[src/rtl/bram_loader_pkg.sv]
// Shared types and constants for the BRAM stream loader: FSM state encoding and counter widths.
package bram_loader_pkg;

  localparam int STATE_W       = 3;
  localparam int TIMEOUT_CNT_W = 32;

  typedef enum logic [STATE_W-1:0] {
    S_IDLE,
    S_RESTARTING,
    S_RECEIVE,
    S_FLUSH,
    S_DONE,
    S_ERROR
  } state_t;

endpackage

[src/rtl/byte_word_packer.sv]
// Assembles a byte stream into BRAM words: lane sequencing, endianness and zero padding of partial words.
module byte_word_packer
  import bram_loader_pkg::*;
#(
  parameter int DATA_WIDTH_IN_BYTE = 3,
  parameter bit BIG_ENDIAN         = 1'b0
) (
  input  logic                            CLK,
  input  logic                            RESET,
  input  logic                            clear,
  input  logic                            byte_valid,
  input  logic [7:0]                      byte_in,
  output logic                            word_done,
  output logic                            partial_valid,
  output logic [8*DATA_WIDTH_IN_BYTE-1:0] word_out
);

  localparam int                LANE_W    = (DATA_WIDTH_IN_BYTE > 1) ? $clog2(DATA_WIDTH_IN_BYTE) : 1;
  localparam logic [LANE_W-1:0] LAST_LANE = LANE_W'(DATA_WIDTH_IN_BYTE - 1);

  logic [LANE_W-1:0]               lane;
  logic [LANE_W-1:0]               pos;
  logic [8*DATA_WIDTH_IN_BYTE-1:0] word_q;

  // word_out is the stored partial word (unfilled lanes already zero) with this cycle's byte merged in.
  // NOTE: every variable in an always_comb gets a default first, otherwise a latch is inferred.
  always_comb begin
    pos       = BIG_ENDIAN ? (LAST_LANE - lane) : lane;
    word_out  = word_q;
    word_done = byte_valid && (lane == LAST_LANE);
    for (int i = 0; i < DATA_WIDTH_IN_BYTE; i++) begin
      if (byte_valid && (pos == LANE_W'(i))) word_out[8*i +: 8] = byte_in;
    end
  end

  assign partial_valid = (lane != '0);

  // NOTE: sequential state uses non-blocking assignments so every register samples pre-edge values.
  always_ff @(posedge CLK or posedge RESET) begin
    if (RESET) begin
      lane   <= '0;
      word_q <= '0;
    end else if (clear) begin
      lane   <= '0;
      word_q <= '0;
    end else if (byte_valid) begin
      if (lane == LAST_LANE) begin
        lane   <= '0;
        word_q <= '0;
      end else begin
        lane   <= lane + 1'b1;
        word_q <= word_out;
      end
    end
  end

endmodule

[src/rtl/bram_stream_loader.sv]
// Loads a CPU byte stream into BRAM words with restart/timeout/retry handling.
// Optional checksum_out port is enabled by defining BRAM_LOADER_CHECKSUM_EN.
module bram_stream_loader
  import bram_loader_pkg::*;
#(
  parameter int         ADDR_WIDTH           = 13,
  parameter int         DATA_WIDTH_IN_BYTE   = 3,
  parameter logic [7:0] STATIC_INIT_AUX_INFO = 8'h00,
  parameter int         RESTARTING_TIMEOUT   = 5,
  parameter int         IDLE_TIMEOUT         = 1000,
  parameter int         MAX_RETRIES          = 2,
  parameter bit         BIG_ENDIAN           = 1'b0
) (
  input  logic                            CLK,
  input  logic                            RESET,
  input  logic                            sig_on,
  output logic                            sig_done,
  output logic                            sig_error,
  output logic [ADDR_WIDTH-1:0]           bram_addr_w,
  output logic [8*DATA_WIDTH_IN_BYTE-1:0] bram_data_in,
  output logic                            bram_en_w,
  output logic                            restart,
  output logic [7:0]                      init_index,
  output logic [7:0]                      init_aux_info,
  output logic                            request_data,
  input  logic                            data_ready,
  input  logic [7:0]                      cpu_data_in,
  input  logic                            transmit_finished,
  input  logic [7:0]                      song_selection,
  output logic [ADDR_WIDTH:0]             word_count,
  output logic                            overflow
`ifdef BRAM_LOADER_CHECKSUM_EN
  ,
  output logic [7:0]                      checksum_out
`endif
);

  localparam logic [TIMEOUT_CNT_W-1:0] RESTART_LAST = TIMEOUT_CNT_W'(RESTARTING_TIMEOUT - 1);
  localparam logic [TIMEOUT_CNT_W-1:0] IDLE_LAST    = TIMEOUT_CNT_W'(IDLE_TIMEOUT - 1);
  localparam logic [7:0]               RETRY_MAX    = 8'(MAX_RETRIES);

  state_t                          state, state_n;
  logic [TIMEOUT_CNT_W-1:0]        tmo_cnt;
  logic [7:0]                      retry_cnt;
  logic                            start, timeout, retry;
  logic                            byte_take, full, write;
  logic                            word_done, partial_valid;
  logic [8*DATA_WIDTH_IN_BYTE-1:0] word_out;

  // Once the address space is exhausted, bytes are still consumed but never packed.
  assign full      = word_count[ADDR_WIDTH];
  assign byte_take = (state == S_RECEIVE) && data_ready;
  assign write     = !full && (word_done || ((state == S_FLUSH) && partial_valid));

  assign restart       = (state == S_RESTARTING);
  assign request_data  = (state == S_RECEIVE);
  assign init_aux_info = STATIC_INIT_AUX_INFO;

  byte_word_packer #(
    .DATA_WIDTH_IN_BYTE(DATA_WIDTH_IN_BYTE),
    .BIG_ENDIAN        (BIG_ENDIAN)
  ) u_packer (
    .CLK          (CLK),
    .RESET        (RESET),
    .clear        (start || timeout || (state == S_FLUSH)),
    .byte_valid   (byte_take && !full),
    .byte_in      (cpu_data_in),
    .word_done    (word_done),
    .partial_valid(partial_valid),
    .word_out     (word_out)
  );

  always_comb begin
    state_n = state;
    start   = 1'b0;
    timeout = 1'b0;
    retry   = 1'b0;
    case (state)
      S_IDLE, S_DONE, S_ERROR: begin
        if (sig_on) begin
          start   = 1'b1;
          state_n = S_RESTARTING;
        end
      end
      S_RESTARTING: if (tmo_cnt == RESTART_LAST) state_n = S_RECEIVE;
      S_RECEIVE: begin
        // A byte arriving with transmit_finished is still taken via byte_take.
        if (transmit_finished) begin
          state_n = S_FLUSH;
        end else if (!data_ready && (tmo_cnt == IDLE_LAST)) begin
          timeout = 1'b1;
          if (retry_cnt < RETRY_MAX) begin
            retry   = 1'b1;
            state_n = S_RESTARTING;
          end else begin
            state_n = S_ERROR;
          end
        end
      end
      S_FLUSH: state_n = S_DONE;
      default: state_n = S_IDLE;
    endcase
  end

  always_ff @(posedge CLK or posedge RESET) begin
    if (RESET) begin
      state        <= S_IDLE;
      tmo_cnt      <= '0;
      retry_cnt    <= '0;
      word_count   <= '0;
      overflow     <= 1'b0;
      sig_error    <= 1'b0;
      sig_done     <= 1'b0;
      init_index   <= '0;
      bram_en_w    <= 1'b0;
      bram_addr_w  <= '0;
      bram_data_in <= '0;
    end else begin
      state     <= state_n;
      sig_done  <= (state == S_FLUSH);
      bram_en_w <= write;

      if (state_n != state)                               tmo_cnt <= '0;
      else if (state == S_RESTARTING)                     tmo_cnt <= tmo_cnt + 1'b1;
      else if (state == S_RECEIVE)                        tmo_cnt <= data_ready ? '0 : tmo_cnt + 1'b1;
      else                                                tmo_cnt <= '0;

      if (start)      retry_cnt <= '0;
      else if (retry) retry_cnt <= retry_cnt + 1'b1;

      if (write) begin
        bram_addr_w  <= word_count[ADDR_WIDTH-1:0];
        bram_data_in <= word_out;
      end

      if (start || retry) word_count <= '0;
      else if (write)     word_count <= word_count + 1'b1;

      if (start)                  overflow <= 1'b0;
      else if (byte_take && full) overflow <= 1'b1;

      if (start)                                        sig_error <= 1'b0;
      else if (timeout && (state_n == S_ERROR))         sig_error <= 1'b1;

      if (start) init_index <= song_selection;
    end
  end

`ifdef BRAM_LOADER_CHECKSUM_EN
  // Only bytes taken in RECEIVE contribute, so the sum holds steady from sig_done to the next start.
  always_ff @(posedge CLK or posedge RESET) begin
    if (RESET)              checksum_out <= '0;
    else if (start || retry) checksum_out <= '0;
    else if (byte_take)     checksum_out <= checksum_out + cpu_data_in;
  end
`endif

endmodule

[config.mk]
export PLATFORM = sky130hd
export DESIGN_NAME = bram_stream_loader
export DESIGN_NICKNAME = d
export VERILOG_FILES = /design/src/rtl/bram_loader_pkg.sv /design/src/rtl/byte_word_packer.sv /design/src/rtl/bram_stream_loader.sv
export SDC_FILE = /design/constraint.sdc
export NUM_CORES = 1
export LEC_CHECK = 0
export ABC_AREA = 1
export BUFFER_PORTS_ARGS = -buffer_cell sky130_fd_sc_hd__buf_2
export CAP_MARGIN = 20
export CORE_ASPECT_RATIO = 0.5
export CORE_MARGIN = 3
export CORE_UTILIZATION = 24
export DETAILED_ROUTE_END_ITERATION = 12
export GPL_TIMING_DRIVEN = 0
export MAX_ROUTING_LAYER = met4
export PLACE_DENSITY = 0.5
export SLEW_MARGIN = 15
export SYNTH_ARGS = -nofsm -noshare
export SYNTH_HDL_FRONTEND = slang
export SYNTH_SLANG_ARGS = --single-unit
[constraint.sdc]
create_clock -name CLK -period 4.7 [get_ports CLK]
set_input_delay 0.94 -clock CLK [delete_from_list [all_inputs] [get_ports CLK]]
set_output_delay 0.94 -clock CLK [all_outputs]
set_load 0.005 [all_outputs]
==> results.tsv, run 1 <==
stage	metric	value	unit
grt	antenna_found_initial	0	
synthesis	yosysSeqAreaShare	50.9	%
placement	dp_hpwl	13300	microns
grt	grt-ovfl-total	0	
synthesis	yosys-mux-area-fraction	0	%
clocking	cts.clk_slew.worst_paths	0.06	ns
placement	portBuffers	85	
worst_setup_path	cp_max_fo	10	
timing	finalSetupViolations	0	
timing	hold_violations	0	
flow_run	cap_violations	0	
synthesis	synth-simple-area-share	28.7	%
synthesis	synth_top_area_cell	dfrtp_1	
power	pwr-share-clk	39.0	%
power	p_seq_share	36.5	%
clocking	htree_num_levels	4	
power	p_leak	4.01	nW
synthesis	yosys-top-cells-area	dfrtp_1 (51%), nand2_1 (12%), nor2_1 (5.7%)	
synthesis	yosysWarnings	0	
worst_setup_path	cp.required	4.99	ns
drt	drt_first_pass_iters	4	
clocking	cts_tree	built	
synthesis	synth_top_family_by_area	simple AND/OR/NAND/NOR gates	
worst_setup_path	endpoint_kind	register	
synthesis	yosysTopAreaCellShare	50.9	%
synthesis	synth_xor_area_share	1.08	%
power	cellPowerDensity	438	nW/um^2
power	switching_share	33.8	%
worst_setup_path	cp-start-kind	input port	
timing	fin_crit_sh	50.0	%
worst_setup_path	critPathTopFamily	simple AND/OR/NAND/NOR gates	
finish	antenna_cells	0	
worst_setup_path	crit_chain	buf_2 > inv_1 > nor3_4 > nand3_1 > clkbuf_2 > o21ai_0 > o22ai_1	
synthesis	synth.distinct_cells	40	
drt	avgRoutedWirePerCell	14.1	microns
finish	fillers	2749	
clocking	post_cts_buffers	0	
grt	grt_max_degree	108	
clocking	hold_buffers	0	
floorplan	die_w	239	microns
timing	setup_slack	2.35	ns
outcome	status	finished, final reports clean	
timing	clock_skew	0.0136	ns
synthesis	synth_area	6490	sq um
power	p_int	2.32	mW
timing	final-max-slew-violation-count	0	
power	switchingPower	1.19	mW
hold_path	hp-class	in2async	
worst_setup_path	critPathSlowestCell	nor3_4	
timing	fmax	426	MHz
timing	rsz0062_at_grt	false	
worst_setup_path	critPathArrivalTime	2.64	ns
finish	final_nets	934	
power	combPwrFrac	24.5	%
power	ir_drop	0.225	mV
drt	vias	5585	
drt	drt_iter0_markers	390	
worst_setup_path	critPathBufInv	3	
drt	ant_nets	0	
worst_setup_path	critPathKind	in2reg	
grt	grt_pass1_vias	5532	
clocking	cts_resized	0	
clocking	cts_root_buf	clkbuf_16	
finish	drive_gt1_share	20.1	%
clocking	clkLatencyLatePin	0.43	ns
clocking	cts.sinks	132	
drt	drt_wl_total	17900	microns
timing	tightest_slew	0.652	ns
synthesis	yosys.area_share.adder	0.771	%
floorplan	die_h	122	microns
floorplan	core	25900	sq um
synthesis	synthCells	797	
placement	place_ws	1.96	ns
finish	utilization	30.9	%
drt	viasPerCell	4.41	
synthesis	ys.flop_type	dfrtp_1	
placement	place_congestion	0.868	
floorplan	start_util	25.1	%
drt	drc	0	
timing	slew_headroom	56.5	%
synthesis	synth-seq-cells	132	
grt	grt_pass1_wl	29600	microns
timing	setup_tns	0	ns
floorplan	die_area	29200	sq um
floorplan	io_pins	94	
timing	min_period	2.35	ns
synthesis	synth-compound-area-share	9.77	%
finish	syn_to_final_growth	23.4	%
clocking	clockBufferDepth	2	
synthesis	synth_edf_count	0	
synthesis	postSynthAreaPerCell	8.15	sq um
worst_setup_path	slowest_delay	0.36	ns
synthesis	async_reset_ff_share	100	%
clocking	numCtsBuffers	17	
floorplan	fp-row-count	41	
grt	track_usage	13.2	%
-- flip-flops by register name (all words and copies together), names as in the netlist --
signal and cells:
u_packer.word_q 24, sig_error 1, u_packer.lane 2, overflow 1, retry_cnt 8, bram_data_in 24
word_count 14, init_index 8, sig_done 1, tmo_cnt 32, bram_addr_w 13, bram_en_w 1
state 3
-- worst paths after layout --
path | slack, ns | cells after the start | to | startpoint
hold reg to reg | 0.47 | 2 | retry_cnt[7]$_DFFE_PP0N_ | retry_cnt[7]$_DFFE_PP0N_
hold / removal | 0.46 | 2 | tmo_cnt[20]$_DFF_PP0_ | RESET
setup reg to reg | 2.58 | 11 | tmo_cnt[30]$_DFF_PP0_ | tmo_cnt[0]$_DFF_PP0_
setup / recovery | 2.35 | 7 | u_packer.word_q[15]$_DFFE_PP0P_ | data_ready
min in group CLK | 0.47 | 2 | retry_cnt[7]$_DFFE_PP0N_ | retry_cnt[7]$_DFFE_PP0N_
max in group asynchronous | 3.46 | 3 | bram_data_in[10]$_DFFE_PP0P_ | RESET
-- logic make-up (layout without fill, tap and decap cells) --
logic type / Yosys count / in the layout
adder cells (fa/ha/maj): 4 / 4
AO/OA/AOI/OAI: 105 / 105
XOR/XNOR: 8 / 8
buffers and inverters: 127 / 245
AND/OR/NAND/NOR: 420 / 420
other: 1 / 8
flip-flops: 132 / 132
-- synthesized netlist by cell type, types with 8 or more instances --
cell type	instances
nand2_1	200
dfrtp_1	132
nor2_1	99
inv_1	88
o21ai_0	57
nand3_1	55
nor3_1	16
nand4_1	13
buf_4	10
clkbuf_1	10
a31oi_1	8
inv_2	8
o22ai_1	8
o22ai_2	8
xor2_1	8
-- worst reg2reg max path, stage by stage, from the launching register on --
cell and delay [ns]:
dfrtp_1 0.37, ha_1 0.23, nand2_1 0.12, nor2_2 0.20
nand4_1 0.25, inv_1 0.17, nand4_1 0.21, inv_1 0.17
nand2_1 0.06, nand2_1 0.06, nand3_1 0.06, nor2_1 0.15
-- cells in the final DEF, fill, tap and decap left out, types with 5 or more instances in the layout --
cell,n
nand2_2,7
conb_1,8
nor4_1,5
nand3_1,55
xor2_1,8
buf_6,6
o211ai_1,6
a31oi_1,8
inv_6,6
nor3_1,16
dfrtp_1,132
o22ai_1,8
clkbuf_16,17
nand4_1,13
buf_2,89
nor2_1,99
o21ai_1,7
nor2_2,5
a21oi_1,6
inv_2,8
inv_1,87
buf_4,10
o22ai_2,8
o21ai_0,57
clkbuf_1,10
or2_2,5
nand2_1,200
-- per-layer routing --
| layer | vias to the layer above | part of all wire, % | global-route usage (%) | wire length, microns |
|---|---|---|---|---|
| met3 | 16 | 2.6 | 3.32 | 466 |
| met2 | 82 | 47 | 21.2 | 8480 |
| li1 | 2792 | - | - | - |
| met5 | - | 0 | - | 0 |
| met4 | 0 | 1.1 | 3.24 | 193 |
| met1 | 2695 | 49 | 16.7 | 8720 |
-- metrics by stage --
stage                     hold slack [ns]  cell area (sq um)  power (mW)  instances
after floorplan                     0.437               6520        1.86        804
after global placement              0.450               7370        2.16       1233
after detailed placement            0.454               7410        2.18       1234
after CTS                           0.456               8010        3.56       1266
after global routing                0.456               8010        3.70       1266
final                               0.463               8010        3.51       1266
-- power groups by stage --
stage	clock, mW	sequential [mW]	combinational, mW
3_3_place_gp	0	1.30	0.862
5_1_grt	1.45	1.29	0.962
3_5_place_dp	0	1.30	0.878
2_1_floorplan	0	1.30	0.567
6_report	1.37	1.28	0.858
4_1_cts	1.40	1.28	0.880
-- cell type report --
cell class                      instances  area (sq um)  area share (%)
Sequential cell                       132          3300            41.2
Multi-Input combinational cell        545          2650            33.1
Timing Repair Buffer                   86           453            5.65
Clock buffer                           18           439            5.48
Tap cell                              344           430            5.37
Inverter                               96           368            4.59
Buffer                                 31           205            2.56
Clock inverter                         14           161            2.01
(Power assumes the default switching activity.)
==> inputs of run 2 (changes only) <==
Clock period 4.7 ns to 2 ns, I/O delays scaled along.
==> run 2 against run 1 <==
  * Register-to-register slack got worse by 2.5 ns
  * Core utilization rose by 2.5 points
  * Critical path depth rose by 6
  * First-iteration DRC count fell by 8.5%
  * Critical endpoint is now tmo_cnt[10]$_DFF_PP0_
  * Worst hold slack got worse by 0.45 ns
  * Combinational power rose to 3.8 times the previous value
  * Sequential cell count did not move
==> results.tsv, run 2 (synthesis results as in run 1) <==
stage	metric	value	unit	change
floorplan	io_pins	94		unchanged
clocking	hold_buffers	0		unchanged
drt	drt_first_pass_iters	4		unchanged
floorplan	die_h	122	microns	unchanged
hold_path	hp-class	in2async		
finish	final_nets	968		+3.6%
drt	viasPerCell	4.36		-1.2%
grt	grt-ovfl-total	0		unchanged
drt	ant_nets	0		unchanged
power	combPwrFrac	33.9	%	+9.4 points
timing	clock_skew	0.0102	ns	-0.00342 ns
finish	syn_to_final_growth	33.4	%	
worst_setup_path	crit_chain	inv_1 > nand3_1 > nor2_1 > nand2_2 > nor2_4 > nor2_1 > nor2_1 > nand2_1 > nand2_1 > nand2_2 > nand2_8 > clkbuf_16 > nor2_1		
timing	slew_headroom	64.6	%	+8.0 points
timing	fin_crit_sh	97.0	%	
clocking	clockBufferDepth	2		unchanged
worst_setup_path	critPathSlowestCell	dfrtp_1		
grt	track_usage	13.2	%	+0.079 points
drt	drt_iter0_markers	357		-8.5%
placement	place_congestion	0.862		-0.68%
worst_setup_path	cp_max_fo	8		-2
finish	final_cell_mix	nand2_1 (192), dfrtp_1 (126), buf_2 (87)		
worst_setup_path	critPathArrivalTime	2.25	ns	-0.39 ns
worst_setup_path	crit_path_frequent_cell	nor2_1		
grt	use_met3	2.56	%	-0.76 points
clocking	htree_num_levels	4		unchanged
grt	grt-busiest-layer	met2		
power	p_int	6.32	mW	+170%
placement	place_ws	-0.263	ns	-2.22 ns
clocking	cts.sinks	132		unchanged
worst_setup_path	critPathKind	reg2reg		
power	p_seq_share	31.6	%	-4.9 points
power	p_leak	4.26	nW	+6.3%
power	pwr-share-clk	34.4	%	-4.6 points
placement	dpl.cell_count	1237		+0.24%
finish	finalNonFillerCells	1300		+2.7%
floorplan	die_area	29200	sq um	unchanged
worst_setup_path	slowest_delay	0.43	ns	+0.07 ns
grt	antenna_found_initial	0		unchanged
timing	rsz0062_at_grt	true		
clocking	numCtsBuffers	17		unchanged
clocking	cts_tree	built		
grt	gr-usage-met2	21.7	%	+0.50 points
drt	drt_wl_total	18400	microns	+2.9%
floorplan	fp-row-count	41		unchanged
timing	holdWs	0.0159	ns	-0.447 ns
drt	drc	0		unchanged
placement	portBuffers	85		unchanged
timing	min_period	1.94	ns	
outcome	status	finished, final reports clean		
grt	grt_pass1_vias	5542		+0.18%
placement	dpl_cell_area	7470	sq um	+0.76%
timing	setup_slack	0.0601	ns	-2.29 ns
floorplan	start_util	25.1	%	unchanged
flow_run	cap_violations	0		unchanged
power	cellPowerDensity	1110	nW/um^2	+150%
timing	fmax	516	MHz	
clocking	clkLatencyLatePin	0.42	ns	about the same
worst_setup_path	critPathBufInv	2		-1
timing	hold_violations	0		unchanged
power	switching_share	34.1	%	+0.20 points
finish	fin_area	8660	sq um	+8.2%
clocking	cts_root_buf	clkbuf_16		
finish	top_register	tmo_cnt		
floorplan	die_w	239	microns	unchanged
worst_setup_path	critPathTopFamily	simple AND/OR/NAND/NOR gates		
floorplan	core	25900	sq um	unchanged
timing	tightest_slew	0.530	ns	-0.122 ns
finish	largest_register_ffs	32		unchanged
power	switchingPower	3.26	mW	+170%
timing	finalSetupViolations	0		unchanged
clocking	cts.clk_slew.worst_paths	0.06	ns	about the same
finish	antenna_cells	0		unchanged
worst_setup_path	cp.required	2.31	ns	-2.68 ns
timing	setup_tns	0	ns	unchanged
placement	dp_hpwl	13400	microns	+0.69%
grt	grt_max_degree	36		-67%
finish	drive_gt1_share	30.3	%	+10 points
worst_setup_path	endpoint_kind	register		
grt	use_met1	16.6	%	-0.087 points
finish	mostFrequentLayoutCell	nand2_1		
grt	grt_pass1_wl	29700	microns	+0.28%
timing	final-max-slew-violation-count	0		unchanged
worst_setup_path	cp-start-kind	register		
drt	avgRoutedWirePerCell	14.1	microns	+0.19%
finish	largestRegisters	tmo_cnt x32, bram_data_in x24, u_packer.word_q x24		
power	ir_drop	0.603	mV	+170%
drt	vias	5668		+1.5%
==> run 2: cell count changes in the layout (fill, tap and decap cells not counted), moves of 6 or more <==
cell / change
buf_4: +29
inv_1: -8
inv_2: +8
o21ai_0: -15
nor2_4: +7
o21ai_1: +14
nor2_1: -34
nor2_2: +27
dfrtp_1: -6
dfrtp_2: +6
nand2_1: -8
==> run 2: cell type report <==
cell class	instances	area (sq um)
Clock inverter	15	194
Multi-Input combinational cell	545	2880
Fill cell	2676	17200
Tap cell	344	430
Timing Repair Buffer	121	825
Clock buffer	17	425
Buffer	30	233
Sequential cell	132	3310
Inverter	96	364
==> run 2: final timing paths <==
| kind | start | depth (start not counted) | slack [ns] | end |
|---|---|---|---|---|
| max in group asynchronous | RESET | 4 | 1.20 | u_packer.word_q[1]$_DFFE_PP0P_ |
| setup / recovery | tmo_cnt[16]$_DFF_PP0_ | 13 | 0.06 | tmo_cnt[10]$_DFF_PP0_ |
| min in group CLK | song_selection[2] | 3 | 0.18 | init_index[2]$_DFFE_PP0P_ |
| hold reg to reg | init_index[2]$_DFFE_PP0P_ | 2 | 0.47 | init_index[2]$_DFFE_PP0P_ |
| hold / removal | RESET | 2 | 0.02 | tmo_cnt[22]$_DFF_PP0_ |
| setup reg to reg | tmo_cnt[16]$_DFF_PP0_ | 13 | 0.06 | tmo_cnt[10]$_DFF_PP0_ |
==> run 2: timing repair <==
action	4_1_cts	5_1_grt
resized for setup	7	105
pin swaps	4	27
cloned	0	5
setup buffers	3	24
endpoints found under the setup margin	40	88
==> run 2: power groups by stage <==
stage	Clock (mW)	Combinational, mW	Sequential [mW]
floorplan	0	1.33	3.05
global placement	0	2.03	3.05
detailed placement	0	2.05	3.06
CTS	3.37	2.06	3.01
global route	3.51	3.50	3.06
finish	3.30	3.25	3.03
==> run 2: metal layers <==
layer / vias to the layer above / share of wire, %
met2: 80 / 49
met4: 0 / 1.3
li1: 2859 / -
met1: 2712 / 46
met5: - / 0
met3: 17 / 2.9
==> run 2: worst register-to-register path: stages (launching register included) <==
cell and delay [ns]:
dfrtp_1 0.43, inv_1 0.14, nand3_1 0.11, nor2_1 0.12
nand2_2 0.11, nor2_4 0.13, nor2_1 0.06, nor2_1 0.13
nand2_1 0.08, nand2_1 0.08, nand2_2 0.09, nand2_8 0.13
clkbuf_16 0.17, nor2_1 0.04
==> run 2: per-stage QoR <==
stage,power [mW],utilization (%)
after floorplan,4.38,-
after global placement,5.08,28.5
after detailed placement,5.11,28.8
after CTS,8.45,31.4
after global routing,10.1,33.4
final,9.58,33.4
==> inputs of run 3 (changes only) <==
Settings changed: CORE_ASPECT_RATIO 0.5 to not set.
==> run 3 against run 2 <==
  * Sequential power about the same
  * Non-clock buffer count shrank 5
  * Cell count decreased by 1.4%
  * Wire length down 0.40%
  * Worst hold slack better by 0.17 ns
  * Global-route usage is 0.12 points lower
  * Combinational power decreased by 4%
==> results.tsv, run 3 (synthesis results as in run 1) <==
stage	metric	value	unit	change
outcome	status	finished, final reports clean		
power	combPwrFrac	34.8	%	+0.9 points
worst_setup_path	reg2reg_to	tmo_cnt[2]$_DFF_PP0_		
power	ir_drop	0.493	mV	-18%
hold_path	min_to	init_index[0]$_DFFE_PP0P_		
timing	min_period	1.94	ns	+0.00457 ns
floorplan	fp-row-count	59		+44%
finish	mostFrequentLayoutCell	nand2_1		
floorplan	die_w	170	microns	-29%
grt	antenna_found_initial	0		unchanged
grt	grt_max_degree	36		unchanged
finish	antenna_cells	0		unchanged
finish	top_register	tmo_cnt		
worst_setup_path	r2r_cells	11		-2
floorplan	die_area	29100	sq um	-0.41%
worst_setup_path	timing.rr.start	tmo_cnt[0]$_DFF_PP0_		
worst_setup_path	cp_max_fo	8		unchanged
drt	drt_iter0_markers	373		+4.5%
finish	largest_register_ffs	32		unchanged
worst_setup_path	cp.required	2.30	ns	about the same
flow_run	cap_violations	0		unchanged
drt	avgRoutedWirePerCell	14.3	microns	+1.0%
clocking	cts.sinks	132		unchanged
finish	syn_to_final_growth	31.5	%	
floorplan	io_pins	94		unchanged
drt	drc	0		unchanged
power	switchingPower	3.02	mW	-7.4%
timing	rsz0062_at_grt	true		
clocking	cts_root_buf	clkbuf_16		
grt	grt_pass1_vias	5680		+2.5%
hold_path	hp-class	in2reg		
floorplan	die_h	170	microns	+39%
timing	hold_violations	0		unchanged
timing	finalSetupViolations	0		unchanged
clocking	clkLatencyLatePin	0.42	ns	about the same
finish	drive_gt1_share	29.4	%	-0.98 points
clocking	cts_tree	built		
timing	fmax	514	MHz	-0.23%
timing	fin_crit_sh	97.2	%	+0.23 points
worst_setup_path	endpoint_kind	register		
hold_path	min_path_cells	3		
worst_setup_path	cp-start-kind	register		
power	p_seq_share	33.8	%	+2.2 points
drt	viasPerCell	4.49		+3.0%
finish	seq_area	3310	sq um	about the same
floorplan	start_util	24.6	%	-0.43 points
worst_setup_path	critPathKind	reg2reg		
placement	place_ws	-0.214	ns	+0.0490 ns
timing	tightest_slew	0.524	ns	-0.00675 ns
clocking	clockBufferDepth	2		unchanged
timing	setup_slack	0.0556	ns	-0.00457 ns
clocking	htree_num_levels	4		unchanged
power	p_leak	4.20	nW	-1.6%
placement	portBuffers	85		unchanged
worst_setup_path	critPathArrivalTime	2.25	ns	about the same
power	switching_share	33.6	%	-0.45 points
finish	utilization	32.4	%	-1.1 points
drt	vias	5759		+1.6%
drt	ant_nets	0		unchanged
grt	grt_pass1_wl	29600	microns	-0.28%
drt	drt_first_pass_iters	6		+2
placement	place_congestion	0.895		+3.9%
timing	clock_skew	0.00613	ns	-0.00409 ns
timing	setup_tns	0	ns	unchanged
power	cellPowerDensity	1050	nW/um^2	-4.7%
finish	multi_input_area	2890	sq um	+0.43%
power	pwr-share-clk	31.4	%	-3.0 points
clocking	cts.clk_slew.worst_paths	0.06	ns	about the same
drt	drt_wl_total	18300	microns	-0.40%
worst_setup_path	regToRegSetupSlack	0.06	ns	about the same
power	p_int	5.97	mW	-5.5%
finish	final_cell_mix	nand2_1 (193), dfrtp_1 (128), buf_2 (85)		
grt	track_usage	13.1	%	-0.12 points
finish	fillers	2746		+2.6%
floorplan	core	26400	sq um	+1.7%
finish	final_nets	963		-0.52%
grt	grt-ovfl-total	0		unchanged
timing	slew_headroom	64.9	%	+0.29 points
finish	largestRegisters	tmo_cnt x32, bram_data_in x24, u_packer.word_q x24		
hold_path	hp-start	song_selection[0]		
timing	final-max-slew-violation-count	0		unchanged
placement	dp_hpwl	13400	microns	-0.13%
clocking	numCtsBuffers	17		unchanged
-- run 3: changes by cell type in the layout (fill, tap and decap cells not counted), sizes merged --
cell         change
buf              -6
inv              -6
clkbuf           +4
bufinv           -2
clkinv           +2
clkinvlp         -2
dlygate4sd3      +1
-- run 3: layout make-up --
class	instances	share of cell area, %
plain buffers	30	2.90
clock buffers	21	5.40
clock inverters	7	0.704
inverters	96	4.30
multi-input cells	545	33.9
flip-flops and latches	132	38.8
well taps	335	4.91
repair buffers	116	9.12
-- run 3: how the worst max path moves through the flow --
stage,startpoint,endpoint,slack (ns),cells after the start
2_1_floorplan,RESET,bram_addr_w[0]$_DFFE_PP0P_,-0.04,1
3_3_place_gp,RESET,init_index[1]$_DFFE_PP0P_,-1.01,2
3_5_place_dp,data_ready,bram_data_in[5]$_DFFE_PP0P_,-0.21,7
4_1_cts,state[0]$_DFF_PP0_,bram_data_in[2]$_DFFE_PP0P_,-0.08,7
5_1_grt,tmo_cnt[22]$_DFF_PP0_,tmo_cnt[13]$_DFF_PP0_,-0.08,13
6_report,tmo_cnt[0]$_DFF_PP0_,tmo_cnt[2]$_DFF_PP0_,0.06,11
-- run 3: power groups by stage --
stage | logic, mW | clock network [mW] | registers, mW
2_1_floorplan | 1.33 | 0 | 3.05
3_3_place_gp | 2.06 | 0 | 3.06
3_5_place_dp | 2.07 | 0 | 3.06
4_1_cts | 2.12 | 2.91 | 3.02
5_1_grt | 3.42 | 3.02 | 3.06
6_report | 3.13 | 2.82 | 3.04
-- run 3: per-layer routing --
metal / GRT usage, % / routed length [microns] / part of all wire (%)
met5: - / 0 / 0
met4: 3.53 / 244 / 1.3
met3: 2.90 / 862 / 4.7
met2: 20.4 / 8740 / 48
met1: 17.3 / 8460 / 46
-- run 3: stage by stage --
step	power (mW)	std cells	cell area, sq um	hold WS [ns]
finish	8.99	1282	8530	0.181
global route	9.50	1282	8530	0.176
CTS	8.05	1261	8040	0.163
detailed placement	5.13	1228	7450	0.415
global placement	5.12	1224	7370	0.450
floorplan	4.38	804	6520	0.437
-- run 3: critical path, stage by stage (launching register included) --
cell	delay (ns)
dfrtp_1	0.43
ha_4	0.18
nand4_1	0.10
nor2_1	0.12
nand2_1	0.10
nor2_4	0.14
nand3_2	0.10
o211ai_1	0.19
nor2_4	0.10
nand2_8	0.15
clkbuf_16	0.17
nor2_1	0.04
-- run 3: timing repair --
item                                    CTS  global route
pin swaps                                 4            22
cloned                                    0             3
endpoints found under the hold margin    14             0
hold buffers                              1             0
setup buffers                             4            19
resized for setup                        12           103
endpoints found under the setup margin   71            99
